===== config.mk =====
export PLATFORM = sky130hd
export DESIGN_NAME = mem_arbiter
export DESIGN_NICKNAME = d
export VERILOG_FILES = /design/src/rtl/mem_arb_pkg.sv /design/src/rtl/arb_starve_cnt.sv /design/src/rtl/mem_arbiter.sv
export SDC_FILE = /design/constraint.sdc
export NUM_CORES = 1
export LEC_CHECK = 0
export CORE_MARGIN = 2
export CORE_UTILIZATION = 25
export DETAILED_ROUTE_END_ITERATION = 12
export PLACE_DENSITY = 0.74
export SKIP_LAST_GASP = 1
export SLEW_MARGIN = 20
export SYNTH_ARGS = -nofsm -noshare
export SYNTH_HDL_FRONTEND = slang
export SYNTH_SLANG_ARGS = --single-unit

===== constraint.sdc =====
create_clock -name clk -period 1.9 [get_ports clk]
set_input_delay 0.38 -clock clk [delete_from_list [all_inputs] [get_ports clk]]
set_output_delay 0.38 -clock clk [all_outputs]
set_load 0.005 [all_outputs]

===== src/rtl/mem_arb_pkg.sv =====
// mem_arb_pkg: shared types and constants for the unified-memory arbiter.
package mem_arb_pkg;

    // Who owns the read data returning from the SRAM next cycle.
    typedef enum logic [1:0] {
        NONE = 2'd0,
        I    = 2'd1,
        D    = 2'd2
    } owner_e;

    localparam int DEF_AW       = 16;
    localparam int DEF_DW       = 32;
    localparam int STARVE_CNT_W = 4;

endpackage


===== src/rtl/arb_starve_cnt.sv =====
// arb_starve_cnt: counts consecutive cycles in which fetch is requesting but
// not granted. force_i goes high once the count reaches STARVE_MAX, so fetch
// wins the next conflict. That grant clears the count.
module arb_starve_cnt
    import mem_arb_pkg::*;
#(
    parameter int STARVE_MAX = 4
) (
    input  logic clk,
    input  logic rst,
    input  logic i_req,
    input  logic i_ready,
    output logic force_i
);

    localparam logic [STARVE_CNT_W-1:0] CNT_MAX = STARVE_CNT_W'(STARVE_MAX);

    logic [STARVE_CNT_W-1:0] cnt;

    // Saturating count of denied fetch cycles; any grant or idle cycle clears it.
    always_ff @(posedge clk or negedge rst) begin
        if (!rst)
            cnt <= '0;
        else if (i_req && !i_ready)
            cnt <= (cnt == CNT_MAX) ? cnt : cnt + 1'b1;
        else
            cnt <= '0;
    end

    assign force_i = (cnt == CNT_MAX);

endmodule


===== src/rtl/mem_arbiter.sv =====
// mem_arbiter: shares one single-port synchronous SRAM between instruction
// fetch (I) and load/store (D). Data has priority. The starvation counter
// forces a fetch grant after STARVE_MAX denied cycles. Read data returns
// one cycle after the grant and is steered by the registered owner.
// Optional: define MEM_ARB_PERF_EN to add the conflict_cnt output.
module mem_arbiter
    import mem_arb_pkg::*;
#(
    parameter int AW         = DEF_AW,
    parameter int DW         = DEF_DW,
    parameter int STARVE_MAX = 4
) (
    input  logic          clk,
    input  logic          rst,
    input  logic          i_req,
    input  logic [AW-1:0] i_addr,
    output logic          i_ready,
    output logic          i_rvalid,
    output logic [DW-1:0] i_rdata,
    input  logic          d_req,
    input  logic [3:0]    d_w_en,
    input  logic [AW-1:0] d_addr,
    input  logic [DW-1:0] d_wdata,
    output logic          d_ready,
    output logic          d_rvalid,
    output logic [DW-1:0] d_rdata,
    output logic [3:0]    sram_w_en,
    output logic [AW-1:0] sram_addr,
    output logic [DW-1:0] sram_wdata,
    input  logic [DW-1:0] sram_rdata
`ifdef MEM_ARB_PERF_EN
    ,
    output logic [31:0]   conflict_cnt
`endif
);

    logic          force_i;
    logic          grant_i;
    logic          grant_d;
    owner_e        owner;
    owner_e        owner_nxt;
    logic [AW-1:0] last_addr;

    arb_starve_cnt #(.STARVE_MAX(STARVE_MAX)) u_starve (
        .clk     (clk),
        .rst     (rst),
        .i_req   (i_req),
        .i_ready (i_ready),
        .force_i (force_i)
    );

    // Same-cycle grant. Reset blocks both grants so nothing reaches the SRAM.
    always_comb begin
        grant_i = rst & i_req & (~d_req | force_i);
        grant_d = rst & d_req & ~grant_i;
    end

    assign i_ready = grant_i;
    assign d_ready = grant_d;

    // Steer the winner onto the SRAM. With no grant the address holds its last value.
    always_comb begin
        sram_w_en  = '0;
        sram_addr  = last_addr;
        sram_wdata = d_wdata;
        owner_nxt  = NONE;
        if (grant_i) begin
            sram_addr = i_addr;
            owner_nxt = I;
        end else if (grant_d) begin
            sram_addr = d_addr;
            sram_w_en = d_w_en;
            if (d_w_en == 4'b0000)
                owner_nxt = D;
        end
    end

    // Record the read owner and the last driven address. Reset drops any read in flight.
    always_ff @(posedge clk or negedge rst) begin
        if (!rst) begin
            owner     <= NONE;
            last_addr <= '0;
        end else begin
            owner <= owner_nxt;
            if (grant_i || grant_d)
                last_addr <= sram_addr;
        end
    end

    assign i_rvalid = (owner == I);
    assign d_rvalid = (owner == D);
    assign i_rdata  = sram_rdata;
    assign d_rdata  = sram_rdata;

`ifdef MEM_ARB_PERF_EN
    // Saturating count of cycles in which both requesters competed.
    always_ff @(posedge clk or negedge rst) begin
        if (!rst)
            conflict_cnt <= '0;
        else if (i_req && d_req && (conflict_cnt != 32'hFFFF_FFFF))
            conflict_cnt <= conflict_cnt + 32'd1;
    end
`endif

endmodule

---- After elaboration in Yosys (flattened, before gate mapping) ----
Cells that the tools add are included.
word-level totals
  flip-flop bits (word level) ............. 22
  latch bits .............................. 0
  word-level logic and storage cells ...... 28
  memory bits (writable) .................. 0
  input port bits ......................... 104
  memories ................................ 0
  bits in read-only memories .............. 0
  output and inout bits ................... 120
cells by class
  add/subtract/negate cells ............... 1
  reductions and logical operators ........ 4
  multiply operators ...................... 0
  shifts and indexed selects .............. 0
  $lt $le $gt $ge ......................... 0
  mux-type cells .......................... 9
  bitwise gates (word level) .............. 7
  equal/unequal tests ..................... 4
  div/mod/pow operators ................... 0
operator list
  operator                                                               number
  16-bit 2-to-1 mux                                                      2
  4-bit 2-to-1 mux                                                       4
  2-bit 2-to-1 mux                                                       3
  4-bit by 1-bit adder with 4-bit output, second input constant          1
  1-bit AND                                                              4
  4-bit by 3-bit equality test with 1-bit output, second input constant  1
  4-bit zero test                                                        1
  2-bit by 1-bit equality test with 1-bit output, second input constant  1
  2-bit equality test, second input constant                             1
  2-bit inequality test, second input constant                           1
  1-bit inverter                                                         2
  1-bit logical AND                                                      1
  1-bit zero test                                                        1
  1-bit logical OR                                                       1
  1-bit bitwise OR                                                       1

---- Longest topological paths before layout ----
  depth after elaboration ................. 7
  mapped depth ............................ 7
  mapped depth without buffers ............ 5

---- Cells and area by module ----
A second synthesis with hierarchy kept.
second synthesis, totals
  cells, all modules ...................... 209
  area total of the unflattened synthesis .. 2001.9 µm²
modules (own cells, without submodules)
  module          instances  cells an instance  seq. area each (µm²)  area an instance (µm²)
  mem_arbiter     1          184                450.4                 1744.2
  arb_starve_cnt  1          25                 100.1                 257.7

---- Least setup slack after synthesis ----
Ideal clock, no wire load.
  kind .................................... register to output
  start point ............................. register u_starve.cnt[0]
  end point ............................... output sram_addr[10]
  setup slack ............................. -0.044 ns
  buffers on the path ..................... 2
  cell stages (with the launch flop) ...... 8
  arrival ................................. 1.564 ns
  required time ........................... 1.520 ns
  cells stage by stage .................... dfrtp_1 > inv_1 > ha_1 > nand3b_4 > o211a_1 > buf_6 > buf_6 > a221o_1
between the ends
  word-level cells in the longest chain between the ends .. 7
ends and longest elaborated chain
  what                                              line                  RTL
  from (decl)                                       arb_starve_cnt.sv:18  logic [STARVE_CNT_W-1:0] cnt;
  from (signal assigned)                            arb_starve_cnt.sv:25  cnt <= (cnt == CNT_MAX) ? cnt : cnt + 1'b1;
  4-bit by 3-bit equality test with 1-bit output *  arb_starve_cnt.sv:30  assign force_i = (cnt == CNT_MAX);
  1-bit bitwise OR *                                mem_arbiter.sv:54     grant_i = rst & i_req & (~d_req | force_i);
  1-bit AND *                                       mem_arbiter.sv:54
  1-bit inverter                                    mem_arbiter.sv:55     grant_d = rst & d_req & ~grant_i;
  1-bit AND                                         mem_arbiter.sv:55
  16-bit 2-to-1 mux                                 mem_arbiter.sv:70     end else if (grant_d) begin
  16-bit 2-to-1 mux *                               mem_arbiter.sv:67     if (grant_i) begin
  to (decl)                                         mem_arbiter.sv:28     output logic [AW-1:0] sram_addr,
Mark *: on every way between the ends. The rest lies on a longest branch, timed or not.

---- Worst setup path after layout ----
  start point ............................. register u_starve.cnt[0]
  end point ............................... output sram_addr[7]
The elaborated chain is that of the path after synthesis.

==> results.json <==
{
  "status": "complete, but fails checks",
  "violations": "negative setup slack",
  "drv_cap": 0,
  "antenna_violating_nets_post_route": 0,
  "floorplan.die.width_um": 92.5,
  "synth_seq_area_share": 0.281,
  "io_buffer_count": 63,
  "grt_use_total": 0.114,
  "post_synth_instance_area_um2": 1960,
  "crit_path_max_fanout": 3,
  "global_route.overflow_total": 0,
  "cts-htree-levels": 1,
  "timing.critical_path.cells": "inv_2 -> ha_4 -> nand3b_4 -> o211a_4 -> buf_6 -> buf_6 -> a221o_1 -> buf_2",
  "cts_made_buffers": 3,
  "syn_nets": 309,
  "vert_die_dim_um": 92.5,
  "gpl.final_weighted_congestion": 0.676,
  "report.final.hold_viol_count": 0,
  "critPathMaxStageDelay_ns": 0.40,
  "cp_top_family": "compound AO/OA/AOI/OAI gates",
  "worst_slew_margin_rel": 0.686,
  "critical_path_arrival_ns": 1.94,
  "ctsLongestPathBuffers": 2,
  "path_buf_inv": 4,
  "ys_seq_elements": 22,
  "avgRoutedWirePerCell_um": 16.7,
  "grt_max_degree": 24,
  "syn-mean-instance-area_um2": 9.65,
  "setup-violations-final": 22,
  "worst_hold_slack_ns": 0.586,
  "worst-slew-pin-transition_ns": 0.467,
  "crit_slowest_cell": "sky130_fd_sc_hd__dfrtp_1",
  "number_of_search_and_repair_iterations_in_the_first_detailed_routing_pass": 4,
  "clkSinkCount": 22,
  "first_iter_violations": 57,
  "drc": 0,
  "yosysWarningCount": 0,
  "synth.lib_cells_used.distinct": 23,
  "tritoncts": "done",
  "path_clk_slew_ns": 0.08,
  "critPathKind": "flip-flop to primary output",
  "worst_path_most_repeated_cell": "sky130_fd_sc_hd__buf_6",
  "areaGrowthSynthToFinish_pct": 16.3,
  "finalWorstPathRequiredPeriod_ns": 2.32,
  "ys_dominant_reg_cell": "sky130_fd_sc_hd__dfrtp_1",
  "viasPerCell": 4.62,
  "critPathLaunchType": "flip-flop",
  "grt_setup_unrepaired": "yes",
  "post-route-period-util": 1.22,
  "required_ns": 1.52,
  "post_route_cells_drive_above_1_share": 0.326,
  "die_area_um2": 8560,
  "filler_cell_count": 789,
  "cts.hold.buffers_added": 0,
  "grt_first_pass_wirelength_um": 7590,
  "clk_root_buffer_cell": "sky130_fd_sc_hd__clkbuf_8",
  "antenna_found_initial": 0,
  "placementRows": 32,
  "detailedPlacementHpwl_um": 3060,
  "final_max_slew_viol_count": 0,
  "count_of_boundary_i_o_pins": 224,
  "skew_ns": 0.00210,
  "core-area_um2": 7650,
  "synth_enable_flop_cells": 0,
  "post_synth_arst_share": 1.00,
  "clk_latency_ns": 0.26,
  "timing.fmax_ghz": 0.431,
  "finish.net_count": 300,
  "initial_core_util": 0.256,
  "postSynthCellCount": 203,
  "multi_input_area_um2": 657,
  "layout.cells.non_filler": 295,
  "vdd_ir_drop_max_mv": 0.173,
  "area.sequential_um2": 551,
  "post-route-util": 0.298,
  "cellPowerDensity_nw_per_um2": 593,
  "cp-end-kind": "primary output",
  "drt-total-wl_um": 4910,
  "antenna-diode-count": 0,
  "grt_pass1_vias": 1429,
  "dr_total_vias": 1364,
  "post-place-cells": 279,
  "cellLeakagePower_nw": 1.01,
  "post-route-worst-setup-slack_ns": -0.422,
  "min_path_type": "flip-flop to flip-flop"
}
==> cell usage in the layout, fill, tap and decap left out, types with 3 or more instances in the layout <==
| master | Yosys | routed |
|---|---|---|
| sky130_fd_sc_hd__a221o_1 | 32 | 32 |
| sky130_fd_sc_hd__dfrtp_1 | 22 | 22 |
| sky130_fd_sc_hd__clkdlybuf4s50_1 | 0 | 40 |
| sky130_fd_sc_hd__buf_6 | 3 | 9 |
| sky130_fd_sc_hd__buf_4 | 96 | 17 |
| sky130_fd_sc_hd__buf_2 | 3 | 16 |
| sky130_fd_sc_hd__clkbuf_8 | 0 | 4 |
| sky130_fd_sc_hd__and2_1 | 21 | 17 |
| sky130_fd_sc_hd__and2_4 | 0 | 4 |
| sky130_fd_sc_hd__nor3_1 | 3 | 3 |
==> stage by stage <==
stage	area, um^2	TNS, ns	power, mW	worst slack, ns
5_1_grt	2280	-8.46	1.44	-0.493
4_1_cts	2290	-7.77	1.38	-0.418
3_3_place_gp	2090	-12.46	1.00	-0.583
6_report	2280	-6.87	1.35	-0.422
2_1_floorplan	1970	-0.00788	0.901	-0.000788
3_5_place_dp	2090	-13.03	1.01	-0.619
==> logic make-up after synthesis <==
| group | share of synthesized area |
|---|---|
| compound gates | 0.183 |
| simple gates | 0.101 |
| fa+ha+maj | 0.0128 |
| mux | 0.0102 |
| buf+inv | 0.403 |
| flops | 0.281 |
| xor+xnor | 0.00895 |
==> state kept, by name, summed over array words and instances, names as in the netlist <==
signal / flops
u_starve.cnt: 4
last_addr: 16
owner: 2
==> synthesized netlist by cell type, types with 2 or more instances <==
cell type / n / share of area
sky130_fd_sc_hd__a221o_1: 32 / 0.16
sky130_fd_sc_hd__and2_1: 21 / 0.067
sky130_fd_sc_hd__buf_2: 3 / 0.0077
sky130_fd_sc_hd__buf_4: 96 / 0.37
sky130_fd_sc_hd__buf_6: 3 / 0.017
sky130_fd_sc_hd__clkbuf_1: 2 / 0.0038
sky130_fd_sc_hd__dfrtp_1: 22 / 0.28
sky130_fd_sc_hd__ha_1: 2 / 0.013
sky130_fd_sc_hd__inv_1: 3 / 0.0058
sky130_fd_sc_hd__mux2i_1: 2 / 0.010
sky130_fd_sc_hd__nor2b_1: 2 / 0.0064
sky130_fd_sc_hd__nor3_1: 3 / 0.0077
sky130_fd_sc_hd__xnor2_1: 2 / 0.0089
==> cell type report <==
cell class	count	share of cell area
clock buffer	4	0.0242
inverter	3	0.00495
multi-input combinational	74	0.288
sequential	22	0.242
tap	102	0.0560
timing repair buffer	90	0.385
==> report_power, final <==
group	total (mW)	internal (mW)	switching [mW]
clock network	0.336	0.184	0.152
logic	0.481	0.294	0.187
registers	0.533	0.520	0.0131
total	1.35	0.998	0.352
==> per-layer routing <==
layer | GRT usage | share of wire | up-vias
met3 | 0.0236 | 0.077 | 37
met4 | 0.0697 | 0.040 | 0
li1 | - | - | 606
met2 | 0.204 | 0.49 | 71
met5 | 0 | 0 | -
met1 | 0.124 | 0.39 | 650
==> repair_timing <==
| item | in CTS | in global routing |
|---|---|---|
| resized for setup | 103 | 6 |
| pin swaps | 9 | 4 |
| gates cloned | 4 | 0 |
| setup buffers | 8 | 2 |
| setup endpoints to repair | 22 | 36 |
| endpoints found under the hold margin | 0 | 0 |
==> path summary, 6_finish.rpt <==
path	start	slack [ns]	to	cells past startpoint
max	u_starve.cnt[0]	-0.42	sram_addr[7]	8
min	last_addr[3]	0.59	last_addr[3]	2
max reg2reg	u_starve.cnt[0]	0.01	last_addr[14]	9
min reg2reg	last_addr[3]	0.59	last_addr[3]	2
max in group asynchronous	rst	1.04	last_addr[1]	2
min in group asynchronous	rst	0.62	u_starve.cnt[3]	2
==> worst reg2reg max path, stage by stage, from the launching register on <==
cell                        delay, ns
sky130_fd_sc_hd__dfrtp_1         0.37
sky130_fd_sc_hd__inv_2           0.05
sky130_fd_sc_hd__ha_4            0.16
sky130_fd_sc_hd__nand3b_4        0.10
sky130_fd_sc_hd__buf_12          0.11
sky130_fd_sc_hd__a21oi_4         0.06
sky130_fd_sc_hd__buf_4           0.16
sky130_fd_sc_hd__bufbuf_16       0.28
sky130_fd_sc_hd__buf_4           0.14
sky130_fd_sc_hd__a221o_1         0.35
Note: power is estimated with default switching activity, not from simulation.
